===== src/rtl/fetch_unit.sv =====
`timescale 1ns/1ps
`default_nettype none
// fetch_unit (rev 1.0): 6502 fetch stage -- loads PC from the reset vector, then
// fetches opcode plus 0..2 operand bytes and hands whole instructions to the core.
module fetch_unit #(
  parameter logic [15:0] RESET_VECTOR = 16'hFFFC
) (
  input  logic        clk,
  input  logic        resetn,
  output logic [15:0] mem_addr,
  output logic        mem_req,
  input  logic        mem_ack,
  input  logic [7:0]  read_data,
  output logic        instr_valid,
  input  logic        instr_ready,
  output logic [7:0]  instr_opcode,
  output logic [15:0] instr_oper,
  output logic [1:0]  instr_len,
  output logic [15:0] instr_pc,
  input  logic        redirect,
  input  logic [15:0] redirect_pc
);

  typedef enum logic [5:0] {
    VEC_LO = 6'b000001,
    VEC_HI = 6'b000010,
    OP     = 6'b000100,
    B1     = 6'b001000,
    B2     = 6'b010000,
    HOLD   = 6'b100000
  } state_t;

  state_t      state, state_nxt;
  logic [15:0] pc, pc_nxt;
  logic [15:0] redir_pc, redir_pc_nxt;
  logic        flush, flush_nxt;
  logic        mem_req_nxt, instr_valid_nxt;
  logic [15:0] mem_addr_nxt, instr_oper_nxt, instr_pc_nxt;
  logic [7:0]  instr_opcode_nxt;
  logic [1:0]  instr_len_nxt;
  logic [1:0]  op_len;
  logic        redirecting;

  function automatic logic [1:0] decode_len(input logic [7:0] op);
    if (op == 8'h00 || op == 8'h40 || op == 8'h60 || op[3:0] == 4'h8 || op[3:0] == 4'hA)
      return 2'd1;
    if (op == 8'h20 || op[3:2] == 2'b11 || (op[1:0] == 2'b01 && op[4:2] == 3'b110))
      return 2'd3;
    return 2'd2;
  endfunction

  assign op_len = decode_len(read_data);

  always_comb begin
    state_nxt        = state;
    pc_nxt           = pc;
    redir_pc_nxt     = redir_pc;
    flush_nxt        = flush;
    mem_req_nxt      = mem_req;
    mem_addr_nxt     = mem_addr;
    instr_valid_nxt  = instr_valid;
    instr_opcode_nxt = instr_opcode;
    instr_oper_nxt   = instr_oper;
    instr_len_nxt    = instr_len;
    instr_pc_nxt     = instr_pc;
    redirecting      = (redirect || flush) &&
                       (state == OP || state == B1 || state == B2 || state == HOLD);

    if (redirecting) begin
      // A pending request must still finish on the bus; its data is dropped.
      if (!mem_req || mem_ack) begin
        pc_nxt          = redirect ? redirect_pc : redir_pc;
        state_nxt       = OP;
        mem_req_nxt     = 1'b0;
        flush_nxt       = 1'b0;
        instr_valid_nxt = 1'b0;
        instr_oper_nxt  = 16'h0000;
      end else begin
        flush_nxt = 1'b1;
        if (redirect) redir_pc_nxt = redirect_pc;
      end
    end else begin
      case (state)
        VEC_LO: begin
          if (!mem_req) begin
            mem_req_nxt  = 1'b1;
            mem_addr_nxt = RESET_VECTOR;
          end else if (mem_ack) begin
            pc_nxt[7:0]  = read_data;
            mem_addr_nxt = RESET_VECTOR + 16'd1;
            state_nxt    = VEC_HI;
          end
        end
        VEC_HI: begin
          if (!mem_req) begin
            mem_req_nxt  = 1'b1;
            mem_addr_nxt = RESET_VECTOR + 16'd1;
          end else if (mem_ack) begin
            pc_nxt[15:8] = read_data;
            mem_addr_nxt = {read_data, pc[7:0]};
            state_nxt    = OP;
          end
        end
        OP: begin
          if (!mem_req) begin
            mem_req_nxt  = 1'b1;
            mem_addr_nxt = pc;
          end else if (mem_ack) begin
            instr_opcode_nxt = read_data;
            instr_len_nxt    = op_len;
            instr_pc_nxt     = pc;
            instr_oper_nxt   = 16'h0000;
            if (op_len == 2'd1) begin
              mem_req_nxt     = 1'b0;
              instr_valid_nxt = 1'b1;
              state_nxt       = HOLD;
            end else begin
              mem_addr_nxt = pc + 16'd1;
              state_nxt    = B1;
            end
          end
        end
        B1: begin
          if (!mem_req) begin
            mem_req_nxt  = 1'b1;
            mem_addr_nxt = pc + 16'd1;
          end else if (mem_ack) begin
            instr_oper_nxt[7:0] = read_data;
            if (instr_len == 2'd2) begin
              mem_req_nxt     = 1'b0;
              instr_valid_nxt = 1'b1;
              state_nxt       = HOLD;
            end else begin
              mem_addr_nxt = pc + 16'd2;
              state_nxt    = B2;
            end
          end
        end
        B2: begin
          if (!mem_req) begin
            mem_req_nxt  = 1'b1;
            mem_addr_nxt = pc + 16'd2;
          end else if (mem_ack) begin
            instr_oper_nxt[15:8] = read_data;
            mem_req_nxt          = 1'b0;
            instr_valid_nxt      = 1'b1;
            state_nxt            = HOLD;
          end
        end
        HOLD: begin
          if (instr_ready) begin
            instr_valid_nxt = 1'b0;
            pc_nxt          = pc + {14'd0, instr_len};
            state_nxt       = OP;
          end
        end
        default: begin
          state_nxt   = VEC_LO;
          mem_req_nxt = 1'b0;
        end
      endcase
    end
  end

  always_ff @(posedge clk or negedge resetn) begin
    if (!resetn) begin
      state        <= VEC_LO;
      pc           <= 16'h0000;
      redir_pc     <= 16'h0000;
      flush        <= 1'b0;
      mem_req      <= 1'b0;
      mem_addr     <= 16'h0000;
      instr_valid  <= 1'b0;
      instr_opcode <= 8'h00;
      instr_oper   <= 16'h0000;
      instr_len    <= 2'd0;
      instr_pc     <= 16'h0000;
    end else begin
      state        <= state_nxt;
      pc           <= pc_nxt;
      redir_pc     <= redir_pc_nxt;
      flush        <= flush_nxt;
      mem_req      <= mem_req_nxt;
      mem_addr     <= mem_addr_nxt;
      instr_valid  <= instr_valid_nxt;
      instr_opcode <= instr_opcode_nxt;
      instr_oper   <= instr_oper_nxt;
      instr_len    <= instr_len_nxt;
      instr_pc     <= instr_pc_nxt;
    end
  end

endmodule
`default_nettype wire


===== config.mk =====
export PLATFORM = sky130hd
export DESIGN_NAME = fetch_unit
export DESIGN_NICKNAME = d
export VERILOG_FILES = /design/src/rtl/fetch_unit.sv
export SDC_FILE = /design/constraint.sdc
export NUM_CORES = 1
export LEC_CHECK = 0
export BUFFER_PORTS_ARGS = -buffer_cell sky130_fd_sc_hd__buf_2
export CORE_ASPECT_RATIO = 1.2
export CORE_UTILIZATION = 40
export DETAILED_ROUTE_END_ITERATION = 7
export GPL_TIMING_DRIVEN = 0
export SETUP_SLACK_MARGIN = 0.2
export SYNTH_ARGS = -nofsm -noshare
export SYNTH_HDL_FRONTEND = slang
export SYNTH_SLANG_ARGS = --single-unit
export TNS_END_PERCENT = 50

===== constraint.sdc =====
create_clock -name clk -period 2.7 [get_ports clk]
set_input_delay 0.27 -clock clk [delete_from_list [all_inputs] [get_ports clk]]
set_output_delay 0.27 -clock clk [all_outputs]
set_load 0.01 [all_outputs]

==> metrics.md <==
| Metric | Value |
|---|---|
| Outcome | `finished clean` |
| Register bit total from synthesis | `roughly 100` |
| Clock buffer depth | `2` |
| # clock sinks | `slightly below 100` |
| Fin. Hold Viols | `0` |
| Endpoints failing setup | `0` |
| Main flop type after synthesis | `dfrtp_1` |
| Highest-count cells in the layout ignoring fill and taps | `99 x buf_2, 97 x dfrtp_1, 89 x nand2_1` |
| Mapped cell area | `0.00632 mm2` |
| Die H | `approximately 140 um` |
| Synth async-reset ratio | `1.00` |
| CTS H-Tree Depth | `3` |
| Final period util | `0.940` |
| DRT iter0 DRCs | `approximately 500` |
| Worst Tran Pin Value | `687 ps` |
| Antenna violations before repair | `0` |
| CP Launch Type | `flip-flop` |
| Synth area leader | `dfrtp_1` |
| Gr ovfl total | `0` |
| Core region area | `approximately 0.016 mm2` |
| Rows | `50` |
| Max FO, Critical Path | `10` |
| Most common cell after layout, fill and taps aside | `buf_2` |
| Critical path origin | `pc[4]$_DFFE_PN0P_` |
| Starting Density | `0.408` |
| Die X | `approximately 120 um` |
| Final net count | `about 840` |
| Gpl congestion | `0.917` |
| Fmax | `~390 MHz` |
| DR pass1 iterations | `5` |
| CTS tree | `yes` |
| Cells after Synth | `between 600 and 700` |
| DR vias | `~6100` |
| Hold Slack | `142 ps` |
| Pins Over Slew Limit | `0` |
| Root Buffer | `clkbuf_16` |
| Unrepaired setup endpoints after global routing | `true` |
| Arr. time, crit path | `2770 ps` |
| Synth unique cells | `84` |
| TNS Setup | `0 ps` |
| Lkg Pwr | `about 3.2 nW` |
| Register area share after synthesis | `0.392` |
| Worst slew margin | `0.542` |
| Syn_area_per_cell | `a little over 9 um2` |
| HP Start | `redirect_pc[9]` |
| P per Cell Area | `around 940 mW/mm2` |
| Max-cap viol count | `0` |
| DRT Wirelength | `22.3 mm` |
| Die area | `0.0163 mm2` |
| Vias in the first global route | `5862` |
| YS warnings | `0` |
| Largest net degree at the start of global routing | `56` |
| Port Buffers | `84` |
| Worst vdd ir | `about 0.00036 V` |
| Clk_skew | `roughly 12 ps` |
| WS Path Type | `flip-flop to flip-flop` |
| TritonCTS buffer count | `9` |
| Largest cells by area after synthesis | `dfrtp_1 39%, mux2_2 6.9%, nand2_1 5.3%, o21ai_0 4.2%, a21oi_1 2.8%` |
| Number of synthesized flops with an enable pin | `0` |
| Vias per inst | `just over 6` |
| Syn Nets | `approximately 730` |
| Antenna diodes | `0` |
| Number of I/O pins | `89` |
| DRC | `0` |
| Min cycle time layout | `roughly 2500 ps` |
| Hpwl dp | `between 15 and 20 mm` |
| First-pass GRT wire length | `~34 mm` |
| Gr usage total | `0.283` |
| Kind of end point of the critical path | `flip-flop` |
| Routed Antenna Nets | `0` |
| RR Startpoint | `pc[4]$_DFFE_PN0P_` |
| CP required | `between 2000 and 3000 ps` |
| Worst Hold Class | `input pin to flip-flop` |
| Share of the synthesized area in the top cell type | `0.388` |
| Share of cells above drive strength 1 | `0.287` |
| Clk_lat worst skew | `~370 ps` |
| Avg WL per Cell | `between 20 and 25 um` |
| Area delta synth->final | `19.8%` |
| Clock slew at reported path FFs | `80 ps` |
synthesized netlist by cell type (4+ instances only):
master,count
o211ai_1,6
nand2_1,90
or3_1,4
o22a_1,7
ha_1,5
and2_1,5
clkbuf_1,29
xor2_1,9
a211oi_1,9
nand2b_1,5
inv_1,17
mux2_2,39
a22oi_1,6
nand3_1,17
o32ai_1,9
xnor2_1,10
buf_2,23
a221oi_1,9
and3_1,4
o22ai_1,14
a21oi_1,35
o21ai_0,53
nor2_1,41
o31ai_1,9
and4_1,8
a31oi_1,9
mux2i_1,14
dfrtp_1,98
o21ai_2,7
nor3_1,16
nand4_1,7
nor4_1,8
final timing paths:
path | to | slack [ps] | cells after the start
max reg2reg | mem_addr[6]$_DFFE_PN0P_ | 160 | 8
min reg2reg | instr_pc[4]$_DFFE_PN0P_ | 480 | 2
min in group asynchronous | instr_oper[9]$_DFFE_PN0P_ | 440 | 2
max | mem_addr[6]$_DFFE_PN0P_ | 160 | 8
min | redir_pc[9]$_DFFE_PN0P_ | 140 | 2
max in group asynchronous | state[0]$_DFFE_PN1P_ | 1520 | 3
registers in the layout (all words and copies together) (netlist names):
register      count
mem_addr         16
instr_oper       16
redir_pc         16
instr_pc         16
pc               16
instr_len         2
instr_opcode      8
mem_req           1
instr_valid       1
flush             1
state             6
kinds of logic after synthesis:
group	share of synthesized area
XOR/XNOR	0.0263
AO/OA/AOI/OAI	0.230
multiplexers	0.0934
buffers and inverters	0.0599
adder cells (fa/ha/maj)	0.0131
AND/OR/NAND/NOR	0.186
flip-flops	0.392
timing repair:
action / CTS / global route
resized for setup: 19 / 39
setup endpoints to repair: 78 / 87
gates cloned: 0 / 0
hold buffers: 1 / 0
buffers inserted: 3 / 5
endpoints found under the hold margin: 44 / 0
pin swaps: 1 / 2
power breakdown:
group          switching [mW]  internal [mW]  total, mW
Combinational            2.39           1.41       3.80
Sequential              0.199           1.79       1.99
Clock                   0.665          0.652       1.32
through the flow:
stage	area [um2]	setup WS, ps	total power [mW]	cells	util
global placement	7010	-255	5.35	990	0.452
finish	7580	161	7.10	1016	0.488
detailed placement	7040	-292	5.40	991	0.453
floorplan	6320	430	4.29	698	-
CTS	7450	59.7	6.95	1011	0.480
global route	7580	64.2	7.50	1016	0.488
worst max-delay path, stage by stage (launching register included):
cell and delay (ps):
dfrtp_1 350, clkbuf_1 340, nand4_1 230, clkbuf_1 350
nor2_1 220, o22ai_1 140, or3b_2 480, o22ai_1 170
a41oi_1 130
cell type report:
class	count	area (um2)
inverter	18	70.1
tap	208	260
clock buffer	9	225
clock inverter	7	68.8
multi-input combinational	520	3570
timing repair buffer	94	558
buffer	61	348
fill	1546	7940
sequential	99	2480
per-layer routing:
layer,routed length (um),part of all wire,vias to the layer above,global-route usage
met2,10600,0.47,283,0.441
met3,1360,0.061,47,0.0462
met5,0,0,-,0
li1,-,-,2801,-
met1,9670,0.43,3016,0.386
met4,673,0.030,0,0.117
Note: power is estimated with default switching activity, not from simulation.
